`src/rtl/ahb_sram_arbiter.sv`:
```
// ---------------------------------------------------------------------------
// ahb_sram_arbiter
//
// Shares one single-port synchronous SRAM bank (4096 x 32) between two
// AHB-Lite masters: the instruction-fetch bus (imem) and the load/store bus
// (dmem). Each master's address phase is captured into a slot. At most one
// RAM access is issued per cycle, and ties are broken round-robin. A master
// whose slot is waiting for the RAM is stalled with hready low.
//
// Ports
//   clk, reset_n               clock (rising edge), async active-low reset
//   imem_h* / dmem_h* (in)     AHB-Lite master request: haddr, htrans,
//                              hwrite, hsize, hwdata
//   imem_h* / dmem_h* (out)    AHB-Lite response: hrdata, hready, hresp
//   ram_en, ram_rwn            RAM strobe, 1 = read / 0 = write
//   ram_addr, ram_wben         RAM word address (haddr[13:2]), byte enables
//   ram_wdata, ram_rdata       RAM write data, read data (one cycle later)
//   conflict_cnt               saturating count of both-slots-waiting cycles
// ---------------------------------------------------------------------------
module ahb_sram_arbiter (
    input  logic        clk,
    input  logic        reset_n,

    input  logic [31:0] imem_haddr,
    input  logic [1:0]  imem_htrans,
    input  logic        imem_hwrite,
    input  logic [2:0]  imem_hsize,
    input  logic [31:0] imem_hwdata,
    output logic [31:0] imem_hrdata,
    output logic        imem_hready,
    output logic        imem_hresp,

    input  logic [31:0] dmem_haddr,
    input  logic [1:0]  dmem_htrans,
    input  logic        dmem_hwrite,
    input  logic [2:0]  dmem_hsize,
    input  logic [31:0] dmem_hwdata,
    output logic [31:0] dmem_hrdata,
    output logic        dmem_hready,
    output logic        dmem_hresp,

    output logic        ram_en,
    output logic        ram_rwn,
    output logic [11:0] ram_addr,
    output logic [3:0]  ram_wben,
    output logic [31:0] ram_wdata,
    input  logic [31:0] ram_rdata,

    output logic [15:0] conflict_cnt
);

    typedef enum logic [1:0] {
        SLOT_EMPTY = 2'b00,
        SLOT_WAIT  = 2'b01,
        SLOT_RESP  = 2'b10
    } slot_state_e;

    // Index 0 is imem, index 1 is dmem; last_q holds the index of the
    // master that was granted most recently.
    localparam logic MST_DMEM = 1'b1;

    // Byte write enables from transfer size and the low address bits.
    function automatic logic [3:0] byte_en(input logic [2:0] size,
                                           input logic [1:0] a);
        logic [3:0] be;
        be = 4'b0000;
        case (size)
            3'b000:  be = 4'b0001 << a;
            3'b001:  be = a[1] ? 4'b1100 : 4'b0011;
            default: be = 4'b1111;
        endcase
        return be;
    endfunction

    // Per-master views of the request ports so both slots share one code path.
    logic [1:0]  htrans_s [2];
    logic [31:0] haddr_s  [2];
    logic        hwrite_s [2];
    logic [2:0]  hsize_s  [2];
    logic [31:0] hwdata_s [2];

    assign htrans_s[0] = imem_htrans;
    assign htrans_s[1] = dmem_htrans;
    assign haddr_s[0]  = imem_haddr;
    assign haddr_s[1]  = dmem_haddr;
    assign hwrite_s[0] = imem_hwrite;
    assign hwrite_s[1] = dmem_hwrite;
    assign hsize_s[0]  = imem_hsize;
    assign hsize_s[1]  = dmem_hsize;
    assign hwdata_s[0] = imem_hwdata;
    assign hwdata_s[1] = dmem_hwdata;

    // Upper address bits are decoded upstream; htrans[0] only separates
    // NONSEQ from SEQ (and IDLE from BUSY), which is irrelevant here.
    logic unused_s;
    assign unused_s = ^{imem_haddr[31:14], imem_htrans[0],
                        dmem_haddr[31:14], dmem_htrans[0]};

    slot_state_e state_q [2];
    slot_state_e state_d [2];
    logic [13:0] addr_q  [2];
    logic [13:0] addr_d  [2];
    logic        write_q [2];
    logic        write_d [2];
    logic [2:0]  size_q  [2];
    logic [2:0]  size_d  [2];

    logic        last_q;
    logic        last_d;
    logic [15:0] conflict_q;
    logic [15:0] conflict_d;
    logic [11:0] ram_addr_q;
    logic [31:0] ram_wdata_q;

    logic [1:0]  wait_s;
    logic [1:0]  gnt_s;
    logic [1:0]  hready_s;
    logic [1:0]  cap_s;
    logic        sel_s;

    // Grant: only WAIT slots compete; on a tie the master that was not
    // granted last time wins.
    always_comb begin
        wait_s[0] = (state_q[0] == SLOT_WAIT);
        wait_s[1] = (state_q[1] == SLOT_WAIT);
        gnt_s     = 2'b00;
        case (wait_s)
            2'b01:   gnt_s = 2'b01;
            2'b10:   gnt_s = 2'b10;
            2'b11:   gnt_s = (last_q == MST_DMEM) ? 2'b01 : 2'b10;
            default: gnt_s = 2'b00;
        endcase
        sel_s = gnt_s[1];
    end

    // Per-master hready and address-phase capture. A granted write finishes
    // in its access cycle, so hready is high then; a granted read is
    // answered in the following RESP cycle.
    always_comb begin
        for (int m = 0; m < 2; m++) begin
            hready_s[m] = 1'b1;
            case (state_q[m])
                SLOT_EMPTY: hready_s[m] = 1'b1;
                SLOT_WAIT:  hready_s[m] = gnt_s[m] & write_q[m];
                SLOT_RESP:  hready_s[m] = 1'b1;
                default:    hready_s[m] = 1'b1;
            endcase
            cap_s[m] = htrans_s[m][1] & hready_s[m];
        end
    end

    // RAM port drive. Address and write data hold their previous value
    // while the RAM is idle.
    always_comb begin
        ram_en    = 1'b0;
        ram_rwn   = 1'b1;
        ram_wben  = 4'b0000;
        ram_addr  = ram_addr_q;
        ram_wdata = ram_wdata_q;
        if (gnt_s != 2'b00) begin
            ram_en   = 1'b1;
            ram_addr = addr_q[sel_s][13:2];
            if (write_q[sel_s]) begin
                ram_rwn   = 1'b0;
                ram_wben  = byte_en(size_q[sel_s], addr_q[sel_s][1:0]);
                ram_wdata = hwdata_s[sel_s];
            end else begin
                ram_rwn   = 1'b1;
                ram_wben  = 4'b0000;
                ram_wdata = ram_wdata_q;
            end
        end else begin
            ram_en    = 1'b0;
            ram_rwn   = 1'b1;
            ram_wben  = 4'b0000;
            ram_addr  = ram_addr_q;
            ram_wdata = ram_wdata_q;
        end
    end

    // Slot next-state. Capture is only possible while hready is high, so a
    // stalled WAIT slot or a granted read never re-captures.
    always_comb begin
        for (int m = 0; m < 2; m++) begin
            state_d[m] = state_q[m];
            addr_d[m]  = addr_q[m];
            write_d[m] = write_q[m];
            size_d[m]  = size_q[m];
            case (state_q[m])
                SLOT_EMPTY: state_d[m] = cap_s[m] ? SLOT_WAIT : SLOT_EMPTY;
                SLOT_WAIT: begin
                    if (gnt_s[m]) begin
                        if (write_q[m]) begin
                            state_d[m] = cap_s[m] ? SLOT_WAIT : SLOT_EMPTY;
                        end else begin
                            state_d[m] = SLOT_RESP;
                        end
                    end else begin
                        state_d[m] = SLOT_WAIT;
                    end
                end
                SLOT_RESP:  state_d[m] = cap_s[m] ? SLOT_WAIT : SLOT_EMPTY;
                default:    state_d[m] = SLOT_EMPTY;
            endcase
            if (cap_s[m]) begin
                addr_d[m]  = haddr_s[m][13:0];
                write_d[m] = hwrite_s[m];
                size_d[m]  = hsize_s[m];
            end else begin
                addr_d[m]  = addr_q[m];
                write_d[m] = write_q[m];
                size_d[m]  = size_q[m];
            end
        end
    end

    // Round-robin pointer and saturating conflict counter next-state.
    always_comb begin
        if (gnt_s != 2'b00) begin
            last_d = sel_s;
        end else begin
            last_d = last_q;
        end
        if ((wait_s == 2'b11) && (conflict_q != 16'hFFFF)) begin
            conflict_d = conflict_q + 16'd1;
        end else begin
            conflict_d = conflict_q;
        end
    end

    // State registers; reset drops any pending transfer immediately.
    always_ff @(posedge clk or negedge reset_n) begin
        if (!reset_n) begin
            for (int m = 0; m < 2; m++) begin
                state_q[m] <= SLOT_EMPTY;
                addr_q[m]  <= 14'd0;
                write_q[m] <= 1'b0;
                size_q[m]  <= 3'd0;
            end
            last_q      <= MST_DMEM;
            conflict_q  <= 16'd0;
            ram_addr_q  <= 12'd0;
            ram_wdata_q <= 32'd0;
        end else begin
            for (int m = 0; m < 2; m++) begin
                state_q[m] <= state_d[m];
                addr_q[m]  <= addr_d[m];
                write_q[m] <= write_d[m];
                size_q[m]  <= size_d[m];
            end
            last_q      <= last_d;
            conflict_q  <= conflict_d;
            ram_addr_q  <= ram_addr;
            ram_wdata_q <= ram_wdata;
        end
    end

    assign imem_hready  = hready_s[0];
    assign dmem_hready  = hready_s[1];
    assign imem_hrdata  = (state_q[0] == SLOT_RESP) ? ram_rdata : 32'd0;
    assign dmem_hrdata  = (state_q[1] == SLOT_RESP) ? ram_rdata : 32'd0;
    assign imem_hresp   = 1'b0;
    assign dmem_hresp   = 1'b0;
    assign conflict_cnt = conflict_q;

endmodule

```
`config.mk`:
```
export PLATFORM = sky130hd
export DESIGN_NAME = ahb_sram_arbiter
export DESIGN_NICKNAME = d
export VERILOG_FILES = /design/src/rtl/ahb_sram_arbiter.sv
export SDC_FILE = /design/constraint.sdc
export NUM_CORES = 1
export LEC_CHECK = 0
export CAP_MARGIN = 20
export CORE_ASPECT_RATIO = 1.75
export CORE_MARGIN = 5
export CORE_UTILIZATION = 36
export DETAILED_ROUTE_END_ITERATION = 10
export PLACE_DENSITY = 0.86
export SLEW_MARGIN = 25
export SYNTH_ARGS = -nofsm -noshare
export SYNTH_HDL_FRONTEND = slang
export SYNTH_SLANG_ARGS = --single-unit
```
`constraint.sdc`:
```
create_clock -name clk -period 2.06 [get_ports clk]
set_input_delay 0.206 -clock clk [delete_from_list [all_inputs] [get_ports clk]]
set_output_delay 0.206 -clock clk [all_outputs]
set_load 0.03 [all_outputs]
```
== Word-level counts from Yosys, hierarchy flattened ==
Index checks and enable logic that the tools add are counted.
Word-level totals
  flip-flop bits (word level): 101
  input bits: 174
  output and inout port bits: 134
Operators by class
  add/subtract/negate cells: 1
  $lt $le $gt $ge: 1
  equality and inequality tests: 9
  shift operators: 1
  muxes and demuxes: 36
  bitwise operators: 5
  reductions and logical operators: 7
Operators by type and width (number)
  32-bit 2-to-1 mux: 7
  14-bit 2-to-1 mux: 3
  16-bit by 1-bit adder with 16-bit output (second input constant): 1
  16-bit != test (second input constant): 1
  12-bit 2-to-1 mux: 1
  4-bit 2-to-1 mux: 3
  1-bit 2-to-1 mux: 10
  2-bit 2-to-1 mux: 5
  3-bit 2-to-1 mux: 3
  2-bit == test (second input constant): 4
  2-bit one-hot mux with 2 select lines: 2
  4-bit one-hot mux with 2 select lines: 1
  2-bit by 1-bit == test with 1-bit output (second input constant): 3
  2-bit one-hot mux with 3 select lines: 1
  1-bit bitwise AND: 4
  2-bit zero test: 2
  2-bit OR reduction: 2
  1-bit by 2-bit << shifter with 4-bit output (first input constant): 1
  3-bit by 1-bit == test with 1-bit output (second input constant): 1
  3-bit zero test: 1
  2-bit greater-or-equal comparator (second input constant): 1
  1-bit NOT with 2-bit output: 1
  2-bit nonzero test: 1
  1-bit logical AND: 1

== Logic depth before layout (Yosys ltp) ==
Gate-level depths: netlist (run 1).
  depth after elaboration: 11
  depth in mapped cells: 7

== Worst setup path after synthesis (run 1) ==
OpenSTA, ideal clock, no wires.
  kind: register -> output
  from: reg state_q[1] (netlist name)
  to: out ram_addr[0]
  arrival time: 1.837 ns
  data required time: 1.854 ns
  setup slack: 0.017 ns
  stages on the path, launching flop included: 6
  cells stage by stage: dfrtp_1 -> nand2b_2 -> nand2_1 -> clkbuf_1 -> nor2_1 -> a21oi_1
Between the ends
  longest elaborated chain between the ends: 8
  elaborated cells on any way between the ends: 11
  those cells by class: eq/ne (4); mux (5); bitwise (1); reduce/logical (1)
RTL lines
  start, declared: RTL line 99  | slot_state_e state_q [2];
  start signal, assigned by index: RTL line 246  | state_q[m] <= state_d[m];
  2-bit by 1-bit == test with 1-bit output *: RTL line 125  | wait_s[1] = (state_q[1] == SLOT_WAIT);
  2-bit == test / 2-bit by 1-bit == test with 1-bit output (equally long branches): RTL line 127  | case (wait_s)
  2-bit one-hot mux with 3 select lines *: RTL line 127
  1-bit NOT with 2-bit output (implied by the code): RTL line 162  | ram_addr = addr_q[sel_s][13:2];
  14-bit 2-to-1 mux (3 in series)
  12-bit 2-to-1 mux *: RTL line 160  | if (gnt_s != 2'b00) begin
  end, declared: RTL line 44  | output logic [11:0] ram_addr,
Every way passes the cells marked *; elsewhere a longest branch is shown, timed or not. The select of a mux whose other input is x is not followed.

== Worst setup path after layout (run 1) ==
  from: reg last_q
  to: out ram_wben[1]
Between the ends
  longest elaborated chain between the ends: 10
  elaborated cells on any way between the ends: 20
  those cells by class: eq/ne (1); shift (1); mux (15); bitwise (1); reduce/logical (2)
RTL lines
  start, declared: RTL line 108  | logic last_q;
  start signal, assigned: RTL line 251  | last_q <= last_d;
  2-bit 2-to-1 mux *: RTL line 130  | 2'b11: gnt_s = (last_q == MST_DMEM) ? 2'b01 : 2'b10;
  2-bit one-hot mux with 3 select lines *: RTL line 127
  1-bit NOT with 2-bit output (implied by the code): RTL line 163, 165
  3-bit 2-to-1 mux (implied by the code) / 14-bit 2-to-1 mux (equally long branches) (3 in series): RTL line 165  | ram_wben = byte_en(size_q[sel_s], addr_q[sel_s][1:0]);
  3-bit by 1-bit == test with 1-bit output (tied with other cells): RTL line 67  | case (size)
  4-bit one-hot mux with 2 select lines: RTL line 67
  4-bit 2-to-1 mux: RTL line 163  | if (write_q[sel_s]) begin
  4-bit 2-to-1 mux *: RTL line 160
  end, declared: RTL line 45  | output logic [3:0] ram_wben,
Marked as above.

==> run metrics, run 1 <==
outcome=finished with violations; failing checks=setup timing; HP Class=in2async; GRT Util Overall=20.1%; First DRT Iteration DRCs=approximately 130; routed vias/inst=4.99; largest area contributor in the netlist=dfrtp_1; worst reg2reg path depth=8; commonest non-fill, non-tap cell in the layout=clkdlybuf4s50_1; total of max-cap violations=0; Mapped Area=~5000 µm²; period utilisation layout=115%; IO Port Bufs=267; Max Fclk=approximately 420 MHz; vias in the first global route=around 4.9k; CP max FO=7; Post-synth EDFFs=0; # diodes=0; Reg power frac=approximately 22%; # IOs=roughly 310; final setup margin=-0.301 ns; Layout Nets=roughly 940; GR Overflow Total=0; ys flop type=dfrtp_1; syn avg cell area=11.0 µm²; Yosys cell types=47; TNS Setup=-7.15 ns; Rows=57; Synth-to-Final Area Change=77.4%; ANT nets after route=0; Reg-to-Reg End=ram_wdata_q[16]$_DFF_PN0_; RSZ-0062 raised after global routing=yes; Synth Register Bits=101; Die X=just under 100 µm; most area-consuming cells after synthesis=dfrtp_1 50%, and2_1 8.2%, mux2i_1 7.4%; peak supply drop=1.31 mV; Final Slew Violations=0; gpl congestion=0.866; R2R setup slack=0.14 ns; Comb pwr share=67.5%; Post-DP HPWL=12400 µm; crit path capture type=output port; final wirelength=about 18000 µm; Synth async-reset ratio=100%; largest net degree at the start of global routing=48; area share of the largest cell type after synthesis=50.3%; Clock Path Buffers=2; placed cell area=between 7000 and 8000 µm²; clock sinks=101; initial core utilization=36.2%; uppermost layer routed=met4; final instance area=8830 µm²; Final Critical Period=2.36 ns; leakage power=between 0.003 and 0.004 µW; Cells after Synth=452; Net Sw Frac=45.1%; most frequent cells in the layout=150 x clkdlybuf4s50_1, 126 x buf_4, 99 x dfrtp_1; Die Ht=166 µm; DRC=0; clk_lat worst skew=between 0.3 and 0.4 ns; metal2 WL=around 9900 µm; CTS tree=built; Clock Skews=0.0135 ns; global-route wire length before repair=roughly 26000 µm; metal1 wirelength=6420 µm; Root Driver=clkbuf_16; routed len/inst=19.1 µm; Final Setup Violations=39; Fillers=995; internal power=8290 µW; Setup CP Type=reg2out; Worst Setup Start Kind=flop; Seq/Total Area, Yosys=50.8%; initial antenna violation count=0; share of layout cells above drive strength 1=38.5%; P per Cell Area=1710 nW/µm²; clock slew at reported path FFs=0.08 ns; Num CTS Buffers=9; FF-to-FF Start=last_q$_DFFE_PN1N_; Worst EP required=1.85 ns; fin util=64.2%; final hold slack=0.360 ns; drt first pass iters=4; Arrival @ worst endpoint=2.15 ns; Switching Power=between 6000 and 7000 µW; Final Hold Fails=0; Clk pwr share=between 10% and 20%; DIE AREA=16400 µm²; routed length on met3=1230 µm; Vias=4718; yosys warns=0; core area=13800 µm²; depth of the CTS H-tree=3
-- worst max-delay path by stage --
stage | from | end | slack [ns] | cells past startpoint
after CTS | last_q$_DFFE_PN1N_ | ram_wben[1] | -0.21 | 7
after global routing | last_q$_DFFE_PN1N_ | ram_wben[1] | -0.41 | 8
after global placement | last_q$_DFFE_PN1N_ | ram_wdata[2] | 0.02 | 7
final | last_q$_DFFE_PN1N_ | ram_wben[1] | -0.30 | 8
after detailed placement | last_q$_DFFE_PN1N_ | ram_wdata[2] | -0.08 | 7
after floorplan | state_q[1]$_DFF_PN0_ | ram_addr[0] | 0.02 | 5
-- per-stage QoR --
stage / std cells / setup slack [ns] / power [µW]
after floorplan: 453 / 0.0168 / 8100
after global placement: 903 / 0.0172 / 11200
after detailed placement: 903 / -0.0785 / 11400
after CTS: 938 / -0.207 / 14300
after global routing: 945 / -0.407 / 15800
final: 945 / -0.301 / 15100
-- synthesized netlist by cell type, types with 8 or more instances --
library cell,instances
mux2_4,10
a21oi_1,41
o22ai_1,9
dfrtp_1,100
mux2_1,10
mux2i_1,37
and2_1,65
mux2_2,18
xnor2_1,12
clkbuf_1,8
nand2_1,9
nor2_1,58
-- sequential cells by signal (all words and copies together) (netlist names) --
name          cells
size_q            6
ram_addr_q       12
addr_q           28
write_q           2
state_q           4
conflict_cnt     16
last_q            1
ram_wdata_q      32
-- routing by layer --
metal  global-route usage (%)  vias up
met3                     4.75       37
met2                     37.5      214
met4                     6.59        0
met1                     22.1     2304
li1                         -     2163
met5                        0        -
-- power groups by stage --
stage | clock (µW) | sequential (µW) | combinational [µW]
3_5_place_dp | 0 | 3230 | 8180
5_1_grt | 1790 | 3340 | 10700
2_1_floorplan | 0 | 3210 | 4890
6_report | 1660 | 3250 | 10200
3_3_place_gp | 0 | 3180 | 7980
4_1_cts | 1710 | 3200 | 9410
-- cells by family (layout without fill, tap and decap cells) --
kind of cell	Yosys count	count (layout)	share of synthesized area (%)
other	1	2	0.0753
flip-flops	101	101	50.8
AND/OR/NAND/NOR	168	168	18.5
buffers and inverters	27	342	3.34
AO/OA/AOI/OAI	64	64	7.61
XOR/XNOR	15	15	2.64
adder cells (fa/ha/maj)	1	1	0.251
multiplexers	75	75	16.8
-- worst max-delay path, cell delays in order, from the launching register on --
cell,delay [ns]
dfstp_2,0.54
nand3b_1,0.15
nand2_4,0.15
buf_12,0.14
mux2i_2,0.26
nand2_1,0.14
a21oi_2,0.17
buf_4,0.15
buf_12,0.11
-- repair_timing --
item,CTS,global route
hold endpoints to repair,32,0
gates resized for setup,71,52
gates cloned,2,2
setup buffers,17,5
hold buffers,1,0
pin swaps,5,2
setup endpoints to repair,47,49
-- final cells by class --
class	count	area, µm²	area share [%]
multi-input combinational	325	2640	29.8
inverter	4	15.0	0.170
tap	177	221	2.51
timing repair buffer	323	3140	35.5
clock buffer	10	239	2.71
sequential	101	2530	28.6
clock inverter	5	56.3	0.637
(Power assumes the default switching activity.)
==> inputs of run 2 (changes only) <==
- SLEW_MARGIN: 25 -> 15
==> results of run 2 <==
Final layout, timing and power as in run 1 (identical DEF).
==> inputs of run 3 (changes only) <==
- CELL_PAD_IN_SITES_DETAIL_PLACEMENT: default -> 0
- CELL_PAD_IN_SITES_GLOBAL_PLACEMENT: default -> 2
- CORE_UTILIZATION: 36 -> 21
- CTS_BUF_LIST: default -> sky130_fd_sc_hd__clkbuf_4 sky130_fd_sc_hd__clkbuf_8 sky130_fd_sc_hd__clkbuf_16
- PLACE_DENSITY: 0.86 -> 0.88
==> run 3 against run 2 <==
  * The flow still finishes with violations (setup timing)
  * Utilization decreased by 25 points
  * Die area increased by 65%
  * Sequential share of layout area shrank 0.73 points
  * Register-to-register slack gained 0.11 ns
  * Count of clock-buffer cells in the layout is 4 higher
  * Via count is 5.9% lower
  * Worst setup slack improved by 0.092 ns
  * Combinational power hardly changed
  * Design area increased by 2.7%
  * Clock power increased by 5%
  * Sequential power about the same
  * Fmax rose by 4.1%
  * Critical path type unchanged
  * Largest power group unchanged
==> run metrics, run 3 (synthesized netlist as in run 1, its figures left out) <==
drt first pass iters=4; Layout Nets=934; clock sinks=101; peak supply drop=0.848 mV; Clock Path Buffers=2; routed vias/inst=4.16; Num CTS Buffers=9; multi-input logic area=2690 µm²; Max Fclk=441 MHz; worst reg2reg path depth=6; DIE AREA=27000 µm²; Vias=4438; Final Setup Violations=46; Arrival @ worst endpoint=about 2.1 ns; DRC=0; initial antenna violation count=0; Final Hold Fails=0; First DRT Iteration DRCs=152; commonest non-fill, non-tap cell in the layout=clkdlybuf4s50_1; clk_lat worst skew=0.35 ns; clock slew at reported path FFs=0.07 ns; HP Class=in2async; final hold slack=0.353 ns; depth of the CTS H-tree=3; Worst EP required=roughly 1.9 ns; largest net degree at the start of global routing=42; max reg flops=32; Worst Setup Start Kind=flop; Synth-to-Final Area Change=82.1%; CP max FO=7; gpl congestion=about 0.75; Setup CP Type=reg2out; dpl cells=1018; GR Overflow Total=0; core area=23300 µm²; Final Critical Period=2.27 ns; Non-Filler Instances=1068; leakage power=slightly below 0.004 µW; fin util=between 30% and 40%; FF-to-FF Start=conflict_cnt[0]$_DFFE_PN0P_; Reg-to-Reg End=conflict_cnt[5]$_DFFE_PN0P_; Fillers=2330; period utilisation layout=110%; most frequent cells in the layout=150 x clkdlybuf4s50_1, 117 x buf_4, 98 x dfrtp_1; Root Driver=clkbuf_16; failing checks=setup timing; Total Power=15200 µW; ANT nets after route=0; Final Slew Violations=0; placed cell area=roughly 7800 µm²; Die Ht=214 µm; Most flops, register=ram_wdata_q; CTS tree=built; final instance area=9070 µm²; routed len/inst=17.3 µm; Rows=74; P per Cell Area=1680 nW/µm²; global-route wire length before repair=25700 µm; outcome=finished with violations; GR Util met1=13.6%; R2R setup slack=0.25 ns; Post-DP HPWL=13100 µm; GRT Util Overall=approximately 12%; initial core utilization=21.3%; final wirelength=between 15000 and 20000 µm; share of layout cells above drive strength 1=approximately two fifths; M2 GR Usage=22.7%; crit path capture type=output port; Die X=126 µm; IO Port Bufs=approximately 270; sequential cell area=2530 µm²; grt peak-use layer=met2; # IOs=308; met3 Track Usage GR=3.29%; # diodes=0; Clock Skews=0.0165 ns; RSZ-0062 raised after global routing=yes; total of max-cap violations=0; vias in the first global route=between 4k and 5k; final setup margin=-0.208 ns
[run 3: final cells by class]
cell class	instances	share of cell area [%]
Clock inverter	2	0.428
Timing Repair Buffer	318	34.7
Sequential cell	101	27.9
Tap cell	304	4.19
Clock buffer	14	2.90
Inverter	4	0.166
Multi-Input combinational cell	325	29.7
[run 3: per-layer routing]
metal,share of wire (%),up-vias
li1,-,2163
met4,1.2,0
met2,57,127
met3,5.0,9
met1,37,2139
met5,0,-
[run 3: what timing repair did]
item	CTS	global route
gates resized for setup	64	76
hold buffers	1	0
pin swaps	9	10
setup endpoints to repair	43	49
buffers inserted	2	21
cloned	1	9
hold endpoints to repair	25	0
[run 3: power breakdown]
group | total, µW | internal [µW] | switching [µW] | leakage (µW)
sequential | 3250 | 2810 | 447 | 0.00118
combinational | 10200 | 4690 | 5540 | 0.00263
clock | 1750 | 1020 | 734 | 0.000153
total | 15200 | 8510 | 6730 | 0.00396
[run 3: how the worst max path moves through the flow]
stage	startpoint	to	slack (ns)
finish	last_q$_DFFE_PN1N_	ram_wben[2]	-0.21
global route	last_q$_DFFE_PN1N_	ram_wben[2]	-0.33
CTS	last_q$_DFFE_PN1N_	ram_wdata[28]	-0.24
detailed placement	last_q$_DFFE_PN1N_	ram_wdata[19]	-0.002
global placement	last_q$_DFFE_PN1N_	ram_wdata[14]	0.04
floorplan	state_q[1]$_DFF_PN0_	ram_addr[0]	0.02
[run 3: stage by stage]
step / setup slack (ns) / TNS [ns]
floorplan: 0.0168 / 0
global placement: 0.0419 / 0
detailed placement: -0.00163 / -0.00163
CTS: -0.240 / -7.95
global route: -0.331 / -12.16
finish: -0.208 / -6.11
[run 3: critical path, stage by stage (launching register included)]
cell and delay (ns):
dfstp_2 0.55, nand3b_1 0.16, nand2_4 0.17, buf_12 0.15
a211oi_2 0.04, or3b_1 0.37, a21oi_2 0.15, buf_6 0.15
